`config.mk`:
```
export PLATFORM = sky130hd
export DESIGN_NAME = mux_logic_unit
export DESIGN_NICKNAME = d
export VERILOG_FILES = /design/src/rtl/mux_logic_unit.sv
export SDC_FILE = /design/constraint.sdc
export NUM_CORES = 1
export LEC_CHECK = 0
export BUFFER_PORTS_ARGS = -buffer_cell sky130_fd_sc_hd__buf_2
export CAP_MARGIN = 30
export CELL_PAD_IN_SITES_DETAIL_PLACEMENT = 1
export CELL_PAD_IN_SITES_GLOBAL_PLACEMENT = 2
export CORE_AREA = 5 5 92 94
export DETAILED_ROUTE_END_ITERATION = 8
export DIE_AREA = 0 0 97 99
export PLACE_DENSITY_LB_ADDON = 0.1
export SLEW_MARGIN = 0
export SYNTH_ARGS = -nofsm -noshare
export SYNTH_HDL_FRONTEND = slang
export SYNTH_SLANG_ARGS = --single-unit
```
`constraint.sdc`:
```
create_clock -name clk -period 1.6 [get_ports clk]
set_clock_uncertainty 0.2 [all_clocks]
set_input_delay 0.16 -clock clk [delete_from_list [all_inputs] [get_ports clk]]
set_output_delay 0.16 -clock clk [all_outputs]
set_load 0.1 [all_outputs]
```
`src/rtl/mux_logic_unit.sv`:
```
// Two-stage valid/ready bitwise logic unit whose every result bit is a 2:1 mux selected by a[i].
// Optional multi-beat AND-reduction folds per-beat results into one output beat.
module mux_logic_unit #(
    parameter int WIDTH = 8
) (
    input  logic             clk,
    input  logic             rst_n,
    input  logic             in_valid,
    output logic             in_ready,
    input  logic [WIDTH-1:0] in_a,
    input  logic [WIDTH-1:0] in_b,
    input  logic [2:0]       in_op,
    input  logic             in_reduce,
    input  logic             in_last,
    output logic             out_valid,
    input  logic             out_ready,
    output logic [WIDTH-1:0] out_y,
    output logic [2:0]       out_op
);

    logic [WIDTH-1:0] s1_a;
    logic [WIDTH-1:0] s1_b;
    logic [2:0]       s1_op;
    logic             s1_reduce;
    logic             s1_last;
    logic             s1_valid;
    logic             s1_adv;
    logic [WIDTH-1:0] s1_result;
    logic [WIDTH-1:0] acc;
    logic             acc_busy;
    logic [WIDTH-1:0] acc_and;

    // Each op only chooses the two mux data inputs; a[i] always drives the select.
    function automatic logic [WIDTH-1:0] mux_op(input logic [2:0] op,
                                                input logic [WIDTH-1:0] a,
                                                input logic [WIDTH-1:0] b);
        logic [WIDTH-1:0] x1;
        logic [WIDTH-1:0] x0;
        logic [WIDTH-1:0] y;
        x1 = b;
        x0 = b;
        y  = '0;
        case (op)
            3'd0: begin x1 = b;  x0 = '0; end
            3'd1: begin x1 = '1; x0 = b;  end
            3'd2: begin x1 = ~b; x0 = b;  end
            3'd3: begin x1 = ~b; x0 = '1; end
            3'd4: begin x1 = '0; x0 = ~b; end
            3'd5: begin x1 = b;  x0 = ~b; end
            3'd6: begin x1 = '0; x0 = '1; end
            default: begin x1 = b; x0 = b; end
        endcase
        for (int i = 0; i < WIDTH; i++) begin
            y[i] = a[i] ? x1[i] : x0[i];
        end
        return y;
    endfunction

    always_comb begin
        s1_result = mux_op(s1_op, s1_a, s1_b);
        acc_and   = acc_busy ? (acc & s1_result) : s1_result;
        s1_adv    = s1_valid & (~out_valid | out_ready);
        in_ready  = rst_n & (~s1_valid | s1_adv);
    end

    always_ff @(posedge clk) begin
        if (!rst_n) begin
            s1_a      <= '0;
            s1_b      <= '0;
            s1_op     <= '0;
            s1_reduce <= 1'b0;
            s1_last   <= 1'b0;
            s1_valid  <= 1'b0;
            acc       <= '0;
            acc_busy  <= 1'b0;
            out_y     <= '0;
            out_op    <= '0;
            out_valid <= 1'b0;
        end else begin
            if (in_valid && in_ready) begin
                s1_a      <= in_a;
                s1_b      <= in_b;
                s1_op     <= in_op;
                s1_reduce <= in_reduce;
                s1_last   <= in_last;
                s1_valid  <= 1'b1;
            end else if (s1_adv) begin
                s1_valid <= 1'b0;
            end

            if (out_valid && out_ready) begin
                out_valid <= 1'b0;
            end

            if (s1_adv) begin
                if (!s1_reduce) begin
                    // A plain beat also aborts any packet still being accumulated.
                    out_y     <= s1_result;
                    out_op    <= s1_op;
                    out_valid <= 1'b1;
                    acc_busy  <= 1'b0;
                end else if (!s1_last) begin
                    acc      <= acc_and;
                    acc_busy <= 1'b1;
                end else begin
                    out_y     <= acc_and;
                    out_op    <= s1_op;
                    out_valid <= 1'b1;
                    acc_busy  <= 1'b0;
                end
            end
        end
    end

endmodule

```
==> metrics.cfg, run 1 <==
[layout]
syn_to_final_growth_pct=53.31
mostFrequentLayoutCells=62 x nand2_1, 37 x dfxtp_1, 36 x buf_2
antenna_cells=0
stdcell_count=449
final_common_cell=nand2_1
drive_above_1_share=0.3775
n_fill_cell=902
final_nets=371

[clock_network]
numCtsBuffers=5
root_buffer=clkbuf_8
htreeDepth=2
clock-sinks=43
clock_latency_ps=300
cts_tree=yes
clock_path_buffers=2
clk_pin_slew_ps=80

[setup_path]
required_ps=1600
reg2regPathDepth=5
critPathKind=register to register
worstSetupStartpoint=s1_op[1]$_SDFFE_PN0P_
start_kind=register
crit_top_cell=a2111oi_4
slowest_stage=dfxtp_4
cp_cell_sequence=buf_6, buf_4, a2111oi_4, a2111oi_4, o221a_2
path_max_fanout=6
crit_arrival_ps=1690
end_kind=register
r2r-start=s1_op[1]$_SDFFE_PN0P_
max_stage_delay_ps=370

[placed_design]
dp_hpwl_um=4869
gp_congestion=0.6930
dpl.cell_count=417
pre_cts_ws_ps=-213.7
port_buffers=37

[floorplan]
pin_count=38
die_h_um=99
die-area_mm2=0.009603
start_util=0.2822
die_w_um=97
core_region_area_mm2=0.007567
rows=32

[drt]
wirelength_um=6921
wl_per_cell_um=15.41
drt_first_pass_iters=4
dr_total_vias=2180
ant_nets=0
viasPerCell=4.855
drt_iter0_drc=36
drc_errors=0

[yosys]
syn_area_mm2=0.002136
yosysSeqAreaShare=0.4030
netlist_instances=263
avgSynthCellArea_um2=8.121
synth_cell_types=44
synth_warnings=0
synth-seq-cells=43
synthesis.nets=288

[power_and_ir_drop]
internal_power_mw=2.071
powerDensity_mw_per_mm2=895.2
clkPwrFrac=0.347
power_switching_uw=860.3
p_sw_frac=0.2935
vdd_drop_max_v=0.0004603
leakagePower_nw=1.337
power_mw=2.931
power_frac_seq=0.412
pwr-share-comb=0.241

[hold_path]
hold_class=input port to register
holdCritStartpoint=out_ready
min_path_cells=4

[timing]
final.period_utilization=1.058
rsz0062_at_grt=true
layout_setup_ws_ps=-92.67
slew-limit-headroom=0.6723
fin_worst_hold_slack_ps=58.28
worstMarginPinSlew_ps=495.0
max_freq_ghz=0.5908
hold_viol_final=0
slew_viol_final=0
setup_viol=9
fin_crit_ps=1693
tns_ps=-318.5

[outcome]
status=finished, violations left
failed_checks=negative setup slack

[global_route]
grt_pass1_vias=2227
grt_use_total=0.1519
grt_first_pass_wirelength_um=11740
antenna_found_initial=0
overflow=0
grt_start_max_net_pins=33

[run]
maxCapViolations=0

## cell usage after synthesis (all sizes together)
| cell type | n | area, um2 |
|---|---|---|
| dfxtp | 43 | 860.8 |
| and2 | 2 | 12.51 |
| o221ai | 3 | 26.28 |
| clkbuf | 13 | 48.80 |
| nand2b | 2 | 12.51 |
| buf | 10 | 76.32 |
| o311ai | 2 | 17.52 |
| a2111oi | 4 | 42.54 |
| maj3 | 6 | 63.81 |
| a21boi | 4 | 30.03 |
| a32o | 2 | 20.02 |
| a221oi | 2 | 30.03 |
| nand3 | 35 | 180.2 |
| nor3b | 1 | 7.510 |
| nor2 | 7 | 26.28 |
| o211ai | 4 | 40.03 |
| o221a | 5 | 56.30 |
| nor4b | 1 | 8.760 |
| a31o | 2 | 17.52 |
| nor2b | 2 | 12.51 |
| inv | 2 | 10.01 |
| a22oi | 1 | 7.510 |
| o22ai | 4 | 25.02 |
| a2bb2oi | 3 | 26.28 |
| nand2 | 64 | 242.7 |
| a21oi | 10 | 50.05 |
| and2b | 1 | 7.510 |
| mux2i | 3 | 30.03 |
| a31oi | 3 | 18.77 |
| o2111ai | 4 | 35.03 |
| or3 | 1 | 6.260 |
| and3 | 1 | 6.260 |
| o21ai | 16 | 80.08 |
## metrics by stage
stage / util / area, um2
finish: 0.4327 / 3274
global route: 0.4327 / 3274
CTS: 0.4248 / 3214
detailed placement: 0.3555 / 2690
global placement: 0.3555 / 2690
floorplan: - / 2165
## cell families after synthesis
logic type	after synthesis	share of synthesized area
compound gates	69	0.2449
buf+inv	25	0.06327
simple gates	117	0.2449
mux	3	0.01406
flops	43	0.4030
fa+ha+maj	6	0.02988
## final timing paths
path,end,slack (ps)
max,acc[7]$_SDFFE_PN0P_,-90
min,s1_valid$_SDFFE_PN0P_,60
max reg2reg,acc[7]$_SDFFE_PN0P_,-90
min reg2reg,out_y[7]$_SDFFE_PN0P_,260
## state kept, by name, summed over array words and instances, names as in the netlist
name / cells
acc: 8
s1_a: 8
s1_reduce: 1
out_valid: 1
s1_last: 1
out_y: 8
out_op: 3
s1_op: 3
s1_b: 8
acc_busy: 1
s1_valid: 1
## layer usage
metal  global-route usage  vias up  wire (um)
li1                     -     1118          -
met4              0.04320        0         88
met3              0.02902        8        217
met5                    0        -          0
met2               0.2516       36       3264
met1               0.2017     1018       3350
## critical path, delay by kind of cell (launching register included)
| family | cells | cell delay, ps |
|---|---|---|
| AO/OA/AOI/OAI | 3 | 730 |
| flip-flops | 1 | 370 |
| buffers and inverters | 2 | 280 |
## final cells by class
cell class | instances | area [um2] | share of cell area
inverters | 2 | 10.01 | 0.003057
well taps | 102 | 127.6 | 0.03898
clock buffers | 6 | 72.57 | 0.02216
multi-input cells | 195 | 1319 | 0.4027
clock inverters | 2 | 60.06 | 0.01834
repair buffers | 99 | 807.0 | 0.2465
flip-flops and latches | 43 | 878.3 | 0.2682
## timing repair
item / 4_1_cts / 5_1_grt
pin swaps: 15 / 17
resized for setup: 36 / 14
hold buffers: 23 / 0
endpoints found under the hold margin: 23 / 0
setup endpoints to repair: 17 / 18
setup buffers: 3 / 0
## power groups by stage
stage,Clock [mW],Sequential [mW],Combinational [mW]
global route,1.10,1.22,0.764
detailed placement,0,1.22,0.572
floorplan,0,1.29,0.299
CTS,1.06,1.20,0.685
finish,1.02,1.21,0.705
global placement,0,1.22,0.567
Note: power is estimated with default switching activity, not from simulation.
==> run 2, diff against run 1 <==
CAP_MARGIN = 25   (was 30)
CTS_CLUSTER_SIZE = 16   (was not set)
clock period = 1.55 ns   (was 1.6 ns; I/O delays follow)
==> run 2 against run 1 <==
  * The run still ends with negative setup slack left
  * Sequential share of layout area is 0.18 points lower
  * Clock-buffer cell count is 1 lower
  * Sequential power is 3% higher
  * Design area is 0.38% higher
  * Register-to-register slack worse by 30 ps
  * Clock power is 24% lower
  * Cell count is 0.22% lower
  * Critical path depth stayed put
  * First-iteration DRC count is 33% higher
  * Critical path type unchanged
  * Largest cell class unchanged
==> metrics.cfg, run 2 (same netlist as run 1, synthesis figures left out) <==
[outcome]
status=finished, violations left
failed_checks=negative setup slack

[floorplan]
die-area_mm2=0.009603
rows=32
core_region_area_mm2=0.007567
die_w_um=97
start_util=0.2822
pin_count=38
die_h_um=99

[drt]
wl_met1_um=3184
dr_wl_met3_um=192
dr_total_vias=2232
drt_iter0_drc=48
top_layer=met4
drc_errors=0
ant_nets=0
wirelength_um=6898
viasPerCell=4.982
wl_per_cell_um=15.40
routed-wl-met2_um=3414
drt_first_pass_iters=4

[setup_path]
critPathKind=register to register
crit_arrival_ps=1680
cp_cell_sequence=buf_6, maj3_2, a221oi_2, a21oi_1, o221a_2
end_kind=register
r2r-start=s1_op[1]$_SDFFE_PN0P_
r2r_end=acc[3]$_SDFFE_PN0P_
max_stage_delay_ps=370
slowest_stage=dfxtp_4
path_delay_family=compound AO/OA/AOI/OAI gates
reg2reg_slack_ps=-130
start_kind=register
required_ps=1550
path_max_fanout=3
crit_buf_inv=1
reg2regPathDepth=5

[timing]
worstMarginPinSlew_ps=496.5
layout_setup_ws_ps=-125.3
final.period_utilization=1.081
slew-limit-headroom=0.6713
slew_viol_final=0
setup_viol=12
rsz0062_at_grt=true
fin_crit_ps=1675
hold_viol_final=0
max_freq_ghz=0.5969

[hold_path]
min_path_cells=4
holdCritStartpoint=out_ready
hold_class=input port to register
min_to=s1_valid$_SDFFE_PN0P_

[layout]
stdcell_count=448
drive_above_1_share=0.4162
final_cell_area_mm2=0.003287
mostFrequentLayoutCells=58 x nand2_1, 39 x dfxtp_1, 36 x buf_2
n_fill_cell=875
final_common_cell=nand2_1
syn_to_final_growth_pct=53.90
antenna_cells=0
final_nets=370

[clock_network]
clock-sinks=43
numCtsBuffers=5
clk_pin_slew_ps=100
cts_tree=yes
clock_path_buffers=2
htreeDepth=2
root_buffer=clkbuf_8
clock_latency_ps=310

[placed_design]
pre_cts_ws_ps=-278.8
dpl.cell_count=414
gp_congestion=0.7664
dp_hpwl_um=4963
port_buffers=37
placed_area_mm2=0.002640

[global_route]
overflow=0
grt_start_max_net_pins=23
grt_first_pass_wirelength_um=11930
grt_pass1_vias=2373
antenna_found_initial=0
grt_use_total=0.1508

[power_and_ir_drop]
powerDensity_mw_per_mm2=840.7
leakagePower_nw=1.318
vdd_drop_max_v=0.0003115

[run]
maxCapViolations=0

## run 2: worst max path at each step
| stage | cells after the start | startpoint | slack [ps] | to |
|---|---|---|---|---|
| floorplan | 7 | s1_op[2]$_SDFFE_PN0P_ | -60 | acc[3]$_SDFFE_PN0P_ |
| global placement | 5 | s1_op[0]$_SDFFE_PN0P_ | -280 | out_y[7]$_SDFFE_PN0P_ |
| detailed placement | 6 | s1_op[0]$_SDFFE_PN0P_ | -280 | acc[1]$_SDFFE_PN0P_ |
| CTS | 5 | s1_op[1]$_SDFFE_PN0P_ | -150 | acc[7]$_SDFFE_PN0P_ |
| global route | 5 | s1_op[1]$_SDFFE_PN0P_ | -180 | acc[2]$_SDFFE_PN0P_ |
| finish | 5 | s1_op[1]$_SDFFE_PN0P_ | -130 | acc[3]$_SDFFE_PN0P_ |
## run 2: cell type report
class	count	area [um2]	area share
well taps	102	127.6	0.03883
clock buffers	5	68.82	0.02094
inverters	2	12.51	0.003807
clock inverters	3	22.52	0.006852
flip-flops and latches	43	875.8	0.2665
multi-input cells	195	1411	0.4294
repair buffers	98	768.2	0.2337
## run 2: repair_timing
item	CTS	global route
hold buffers	22	0
setup buffers	6	0
gates resized for setup	50	27
cloned	0	0
endpoints found under the hold margin	22	0
endpoints found under the setup margin	17	18
pin swaps	25	19
## run 2: metrics by stage
stage | total power [mW] | hold slack, ps | util | setup TNS, ps
after CTS | 2.775 | 16.33 | 0.4193 | -876.3
after global placement | 1.844 | 139.8 | 0.3489 | -3527
after global routing | 2.918 | 15.26 | 0.4344 | -1655
after floorplan | 1.647 | 53.90 | - | -484.8
final | 2.763 | 23.69 | 0.4344 | -753.3
after detailed placement | 1.850 | 144.9 | 0.3489 | -3639
## run 2: layer usage
metal | up-vias | track usage
met5 | - | 0
met2 | 37 | 0.2585
met1 | 1071 | 0.1915
li1 | 1116 | -
met4 | 0 | 0.04860
met3 | 8 | 0.02760
## run 2: worst register-to-register path, cell delays in order (launching register included)
cell	delay, ps
dfxtp_4	370
buf_6	120
maj3_2	300
a221oi_2	280
a21oi_1	70
o221a_2	230
## run 2: power breakdown
group	internal [mW]	total (mW)	switching, mW
clock	0.325	0.778	0.453
combinational	0.326	0.734	0.408
sequential	1.17	1.25	0.0859
total	1.82	2.76	0.947
